==> src/rtl/if_id_buffer.sv <==
// Fetch-to-decode instruction buffer: a small circular FIFO of {instr, pc, pc+4}
// triples. It back-pressures fetch when full and empties on a taken branch from execute.
module if_id_buffer #(
    parameter int unsigned DATA_WIDTH    = 32,
    parameter int unsigned ADDRESS_WIDTH = 32,
    parameter int unsigned DEPTH         = 2,
    parameter logic [DATA_WIDTH-1:0] NOP_INSTR = 32'h00000013
) (
    input  logic                       clk,
    input  logic                       rst,
    input  logic [DATA_WIDTH-1:0]      instr_f,
    input  logic [ADDRESS_WIDTH-1:0]   pc_f,
    input  logic [ADDRESS_WIDTH-1:0]   pc_plus4_f,
    input  logic                       fetch_valid,
    output logic                       stall_f,
    input  logic                       flush_e,
    input  logic                       stall_d,
    output logic                       valid_d,
    output logic [DATA_WIDTH-1:0]      instr_d,
    output logic [ADDRESS_WIDTH-1:0]   pc_d,
    output logic [ADDRESS_WIDTH-1:0]   pc_plus4_d,
    output logic [$clog2(DEPTH):0]     count
);

    localparam int unsigned PW = $clog2(DEPTH);
    localparam int unsigned CW = PW + 1;

    // Handshake: a triple moves into the buffer when fetch_valid is high and stall_f
    // is low at a rising edge; the head moves to decode when valid_d is high and
    // stall_d is low at a rising edge. flush_e overrides both transfers.
    logic [DATA_WIDTH-1:0]    instr_mem [DEPTH];
    logic [ADDRESS_WIDTH-1:0] pc_mem    [DEPTH];
    logic [ADDRESS_WIDTH-1:0] pc4_mem   [DEPTH];

    logic [PW-1:0] wr_ptr;
    logic [PW-1:0] rd_ptr;
    logic          full;
    logic          empty;
    logic          push;
    logic          pop;

    assign full  = (count == CW'(DEPTH));
    assign empty = (count == '0);
    // Full blocks push even when the head is leaving this cycle: no pass-through.
    assign push  = fetch_valid & ~full & ~flush_e;
    assign pop   = ~empty & ~stall_d & ~flush_e;

    always_ff @(posedge clk or negedge rst) begin
        if (!rst) begin
            wr_ptr <= '0;
            rd_ptr <= '0;
            count  <= '0;
        end else if (flush_e) begin
            wr_ptr <= '0;
            rd_ptr <= '0;
            count  <= '0;
        end else begin
            if (push) wr_ptr <= wr_ptr + PW'(1);
            if (pop)  rd_ptr <= rd_ptr + PW'(1);
            count <= count + CW'(push) - CW'(pop);
        end
    end

    // Storage holds no reset; occupancy alone decides what is meaningful.
    always_ff @(posedge clk) begin
        if (push) begin
            instr_mem[wr_ptr] <= instr_f;
            pc_mem[wr_ptr]    <= pc_f;
            pc4_mem[wr_ptr]   <= pc_plus4_f;
        end
    end

    always_comb begin
        stall_f    = full;
        valid_d    = ~empty;
        instr_d    = NOP_INSTR;
        pc_d       = '0;
        pc_plus4_d = '0;
        if (!empty) begin
            instr_d    = instr_mem[rd_ptr];
            pc_d       = pc_mem[rd_ptr];
            pc_plus4_d = pc4_mem[rd_ptr];
        end
    end

endmodule

==> config.mk <==
export PLATFORM = sky130hd
export DESIGN_NAME = if_id_buffer
export DESIGN_NICKNAME = d
export VERILOG_FILES = /design/src/rtl/if_id_buffer.sv
export SDC_FILE = /design/constraint.sdc
export NUM_CORES = 1
export LEC_CHECK = 0
export CAP_MARGIN = 10
export CORE_AREA = 2 2 194 177
export DETAILED_ROUTE_END_ITERATION = 12
export DIE_AREA = 0 0 196 179
export SYNTH_ARGS = -nofsm -noshare
export SYNTH_HDL_FRONTEND = slang
export SYNTH_SLANG_ARGS = --single-unit
==> constraint.sdc <==
create_clock -name clk -period 14.3 [get_ports clk]
set_input_delay 2.86 -clock clk [delete_from_list [all_inputs] [get_ports clk]]
set_output_delay 2.86 -clock clk [all_outputs]
set_load 0.05 [all_outputs]
Word level (Yosys, flattened, before mapping)
Memory sizes are Yosys's and may differ from the RTL's. Cells that the tools add are included.

RAM bits: 192. Logic and storage cells: 32. Register bits after elaboration: 4. Memories kept: 3. Output and inout bits: 100.

Equality and inequality tests: 1. $add $sub $neg: 4. Reduce and logical (&&, ||, !) cells: 3. Mux-type cells: 10. Bitwise gates (word level): 8.

Memory list: instr_mem (depth 2, width 32, read ports 1, clocked after Yosys merged registers in 0, write ports 1, line 31) `logic [DATA_WIDTH-1:0] instr_mem [DEPTH];`; pc4_mem (depth 2, width 32, read ports 1, clocked after Yosys merged registers in 0, write ports 1, line 33) `logic [ADDRESS_WIDTH-1:0] pc4_mem [DEPTH];`; pc_mem (depth 2, width 32, read ports 1, clocked after Yosys merged registers in 0, write ports 1, line 32) `logic [ADDRESS_WIDTH-1:0] pc_mem [DEPTH];`.

Operators by type and width (number): $mux 32 (3); $mux 1 (6); $and 1x1->1 (4); $not 1->1 (4); $reduce_bool 2->1 (2); $add 1x1->1 const B (2); $add 2x1->2 (1); $eq 2x2->1 const B (1); $logic_not 2->1 (1); $mux 2 (1); $sub 2x1->2 (1).

Longest topological paths before layout
Word-level depth: 7. Mapped depth: 9.

Worst setup path before layout
Ideal clock, no wire load.

Kind: input port to flip-flop. Start point: input flush_e. End point: memory instr_mem[0][0], enable pin. Setup time: 0.552 ns. Stages on the path: 2. Slack: 6.669 ns. Arrival: 7.080 ns. Path through: nand3b_1 -> nor2_1.

Longest elaborated chain between the ends: 4.

RTL lines: start, declared (line 16) `input logic flush_e,`; $not 1->1 (line 45) `assign push = fetch_valid & ~full & ~flush_e;`; $and 1x1->1 (line 45); $mux 1 (line 66) `if (push) begin`; $mux 1 (implied by the code) (line 67) `instr_mem[wr_ptr] <= instr_f;`; end, declared (line 31).

No other way between the ends.

Worst setup path after layout
Start point: register rd_ptr. End point: output pc_plus4_d[0].

Longest elaborated chain between the ends: 2.

RTL lines: start, declared (line 36) `logic [PW-1:0] rd_ptr;`; start signal, assigned (line 59) `if (pop) rd_ptr <= rd_ptr + PW'(1);`; $mem_v2 2x32; $mux 32 (line 79) `if (!empty) begin`; end, declared (line 21) `output logic [ADDRESS_WIDTH-1:0] pc_plus4_d,`.

No other way between the ends.

==> report_table.html <==
<table>
<tr><th>Metric</th><th>Value</th></tr>
<tr><th colspan="2">Place</th></tr>
<tr><td>Count of port buffers added during placement</td><td>200</td></tr>
<tr><td>Pre-CTS setup slack</td><td>8.23 ns</td></tr>
<tr><td>HPWL after detailed placement</td><td>10600 um</td></tr>
<tr><td>Placer's final routability congestion estimate</td><td>0.714</td></tr>
<tr><th colspan="2">Finish</th></tr>
<tr><td>Fraction of final layout cells sized beyond drive strength 1</td><td>6.02%</td></tr>
<tr><td>Final cell utilization of the core</td><td>between 30% and 40%</td></tr>
<tr><td>Diode insertion count for antenna repair</td><td>0</td></tr>
<tr><td>Layout-stage area growth over the synthesis result</td><td>40.0%</td></tr>
<tr><td>Net count of the finished layout</td><td>738</td></tr>
<tr><th colspan="2">CTS</th></tr>
<tr><td>Clock slew at reported path FFs</td><td>0.07 ns</td></tr>
<tr><td>Number of buffers created by CTS</td><td>17</td></tr>
<tr><td>Number of resized instances in the post-cts repair step</td><td>0</td></tr>
<tr><td>Clock latency reported for the late side of the worst-skew pair</td><td>0.43 ns</td></tr>
<tr><td>H-tree Lvls</td><td>4</td></tr>
<tr><td>Postcts setup bufs</td><td>0</td></tr>
<tr><td>TritonCTS clock tree</td><td>done</td></tr>
<tr><td>Root buffer cell</td><td>clkbuf_16</td></tr>
<tr><td>Clock Tree Buf Depth</td><td>2</td></tr>
<tr><td>Num Clock Sinks</td><td>196</td></tr>
<tr><td>Number of buffers inserted by hold repair at cts</td><td>0</td></tr>
<tr><th colspan="2">Worst setup path</th></tr>
<tr><td>Maximum net fanout on the critical path</td><td>50</td></tr>
<tr><td>Reg-to-reg setup timing slack</td><td>between 10 and 15 ns</td></tr>
<tr><td>Reg-to-reg critical path startpoint</td><td>count[0]</td></tr>
<tr><td>Length in cells of the worst reg-to-reg path</td><td>4</td></tr>
<tr><td>Critical path arrival</td><td>3.56 ns</td></tr>
<tr><td>CP Launch Type</td><td>register</td></tr>
<tr><td>Category of the worst setup path capture point</td><td>primary output</td></tr>
<tr><td>Critical register-to-register path endpoint</td><td>pc_mem[1][29]</td></tr>
<tr><td>Worst setup path category</td><td>register to primary output</td></tr>
<tr><td>Required time at the endpoint of the critical path</td><td>around 11 ns</td></tr>
<tr><th colspan="2">Min path</th></tr>
<tr><td>Hold path startpoint</td><td>wr_ptr</td></tr>
<tr><td>Worst min-delay path category</td><td>register to register</td></tr>
<tr><td>Endpoint with the worst hold slack</td><td>wr_ptr</td></tr>
<tr><td>Hold path depth</td><td>1</td></tr>
<tr><th colspan="2">STA</th></tr>
<tr><td>Maximum clock frequency</td><td>roughly 0.16 GHz</td></tr>
<tr><td>Setup repair after global routing missed its margin</td><td>false</td></tr>
<tr><td>Transition time at the pin with the least slew margin</td><td>1.18 ns</td></tr>
<tr><td>Crit share post-route</td><td>about 45%</td></tr>
<tr><td>Max-slew violations</td><td>0</td></tr>
<tr><td>Final setup fails</td><td>0</td></tr>
<tr><td>Final Hold Vio Count</td><td>0</td></tr>
<tr><td>Worst slack on hold paths</td><td>about 0.56 ns</td></tr>
<tr><td>Relative max-transition margin</td><td>21.3%</td></tr>
<tr><td>Sum Neg Setup Slack</td><td>0 ns</td></tr>
<tr><td>Final period demand of the worst path</td><td>6.42 ns</td></tr>
<tr><td>Worst setup slack after layout</td><td>7.88 ns</td></tr>
<tr><td>Clock Skew</td><td>0.0103 ns</td></tr>
<tr><th colspan="2">Synth</th></tr>
<tr><td>Yosys reg bits</td><td>196</td></tr>
<tr><td>Ys Warns</td><td>0</td></tr>
<tr><td>Synth area leader</td><td>edfxtp_1</td></tr>
<tr><td>Gate count after technology mapping</td><td>about 430</td></tr>
<tr><td>Count of flip-flops with a built-in enable after synthesis</td><td>192</td></tr>
<tr><td>Adder-cell area share of the yosys netlist</td><td>0.334%</td></tr>
<tr><td>Main combinational cell family by area after synthesis</td><td>multiplexers</td></tr>
<tr><td>Ranking of synthesized cells by instance count</td><td>192 x edfxtp_1, 96 x mux2i_1, 96 x nor2_1, 9 x buf_4, 5 x buf_1</td></tr>
<tr><td>Parity-gate share of the synthesized area counting xor and xnor cells</td><td>less than 1%</td></tr>
<tr><td>Post-synth top flop</td><td>edfxtp_1</td></tr>
<tr><td>Share of flip-flops with an asynchronous set or reset after synthesis</td><td>2.04%</td></tr>
<tr><td>Portion of the post-synthesis area used by sequential elements</td><td>78.3%</td></tr>
<tr><td>Combined area of all synthesized cells</td><td>~7500 um^2</td></tr>
<tr><td>Per-instance average area after synthesis</td><td>between 15 and 20 um^2</td></tr>
<tr><td>Fraction of the mapped netlist area in compound gates</td><td>less than 1%</td></tr>
<tr><td>Most frequently used cell type in the post-synthesis netlist</td><td>edfxtp_1</td></tr>
<tr><td>Ranking of synthesized cells by area</td><td>edfxtp_1 77%, mux2i_1 13%, nor2_1 4.8%</td></tr>
<tr><td>Number of nets produced by synthesis</td><td>between 500 and 600</td></tr>
<tr><td>Portion of netlist area occupied by mux cells</td><td>12.8%</td></tr>
<tr><td>Fraction of the mapped netlist area in simple logic gates</td><td>under 10%</td></tr>
<tr><td>Area share of the largest cell type after synthesis</td><td>slightly below 80%</td></tr>
<tr><td>Synth cell types</td><td>23</td></tr>
<tr><th colspan="2">GRT</th></tr>
<tr><td>GR Overflow Total</td><td>0</td></tr>
<tr><td>Wire length of the first global-routing pass</td><td>24600 um</td></tr>
<tr><td>Initial antenna violation count</td><td>0</td></tr>
<tr><td>Via count of the first global-routing pass</td><td>~4300</td></tr>
<tr><td>Maximum number of pins on one net before global-route repair</td><td>60</td></tr>
<tr><td>Combined global-route utilization of all metal layers</td><td>a little under a tenth</td></tr>
<tr><th colspan="2">Drt</th></tr>
<tr><td>Total Wirelength</td><td>16600 um</td></tr>
<tr><td>Via density per instance</td><td>~4.0</td></tr>
<tr><td>Routed len/inst</td><td>roughly 15 um</td></tr>
<tr><td>DR vias</td><td>around 4300</td></tr>
<tr><td>DRT iter0 DRCs</td><td>158</td></tr>
<tr><td>DRC errors left</td><td>0</td></tr>
<tr><td>Final antenna-violating net count</td><td>0</td></tr>
<tr><td>Initial DRT Pass Iterations</td><td>4</td></tr>
<tr><th colspan="2">Floorplanning</th></tr>
<tr><td>Number of primary I/O pins</td><td>201</td></tr>
<tr><td>X dimension of the die</td><td>~200 um</td></tr>
<tr><td>Floorplan Core Area</td><td>33300 um^2</td></tr>
<tr><td>Die Height</td><td>179 um</td></tr>
<tr><td>Number of placement rows</td><td>64</td></tr>
<tr><td>Full die area</td><td>35100 um^2</td></tr>
<tr><td>Initial cell density of the core</td><td>22.5%</td></tr>
<tr><th colspan="2">Power and ir drop</th></tr>
<tr><td>Total power</td><td>1.60 mW</td></tr>
<tr><td>IR Drop Worst-Case VDD</td><td>0.0749 mV</td></tr>
<tr><td>Pwr Density</td><td>152 nW/um^2</td></tr>
<tr><td>Leakage Power</td><td>3.33 nW</td></tr>
<tr><th colspan="2">Flow run</th></tr>
<tr><td>Max-cap violation count</td><td>0</td></tr>
<tr><th colspan="2">Status</th></tr>
<tr><td>Run status</td><td>finished, final reports clean</td></tr>
</table>
## worst max-delay path, cell delays in order, from the launching register on
cell and delay [ns]:
dfrtp_4 1.03, buf_4 0.81, mux2i_1 0.19, nor2_1 0.18
clkdlybuf4s50_1 0.83
## power breakdown
| part | internal [mW] | leakage [nW] | switching, mW | total (mW) |
|---|---|---|---|---|
| sequential | 0.665 | 1.81 | 0.0188 | 0.683 |
| combinational | 0.154 | 1.25 | 0.302 | 0.456 |
| clock | 0.242 | 0.271 | 0.215 | 0.457 |
## cell usage in the layout (no fill, tap or decap)
master           instances
a211oi_1                 1
a21oi_1                  1
and2_1                   1
buf_4                    6
bufinv_16                1
clkbuf_1                 1
clkbuf_16               17
clkdlybuf4s50_1        200
clkinv_1                 2
clkinv_2                 2
clkinv_4                 3
clkinvlp_4               1
dfrtp_1                  3
dfrtp_4                  1
edfxtp_1               192
ha_1                     2
inv_1                    4
inv_6                    5
mux2i_1                 96
nand2_1                  3
nand2b_1                 1
nand3b_1                 1
nor2_1                  94
nor2_4                   3
nor2b_1                  1
nor3_1                   2
o21ai_1                  1
o21bai_1                 1
or3_1                    1
xor2_1                   1
## through the flow
step	std cells	cell area [um^2]
5_1_grt	1077	10500
6_report	1077	10500
2_1_floorplan	431	7490
4_1_cts	1077	10500
3_3_place_gp	1045	9930
3_5_place_dp	1045	9930
## sequential cells by signal, indices dropped and copies added, names as in the netlist
name       count
instr_mem     64
count          2
rd_ptr         1
pc_mem        64
wr_ptr         1
pc4_mem       64
## layout make-up
type	instances	area [um^2]
Fill cell	3312	22800
Timing Repair Buffer	206	2050
Clock buffer	18	429
Tap cell	429	537
Multi-Input combinational cell	210	1460
Inverter	4	15.0
Sequential cell	196	5870
Clock inverter	14	125
## routing by layer
metal	wire length, um	GRT usage (%)
met2	8000	15.3
met4	282	4.17
met1	7550	12.0
met5	0	0
met3	807	2.69
## logic make-up after synthesis
kind of cell	Yosys count
AOI/OAI and AO/OA	4
buffers and inverters	25
muxes	96
xor gates and xnor gates	1
and+or+nand+nor	107
DFF	196
adders and majority gates	2
## worst max-delay path by stage
stage | start | end | slack, ns | cells after the start
5_1_grt | rd_ptr | pc_plus4_d[0] | 7.66 | 4
6_report | rd_ptr | pc_plus4_d[0] | 7.88 | 4
3_3_place_gp | rd_ptr | pc_plus4_d[5] | 8.20 | 4
4_1_cts | rd_ptr | pc_plus4_d[5] | 7.73 | 4
3_5_place_dp | flush_e | instr_mem[1][5] | 8.23 | 4
2_1_floorplan | flush_e | instr_mem[0][0] | 6.67 | 2
Note: power is estimated with default switching activity, not from simulation.
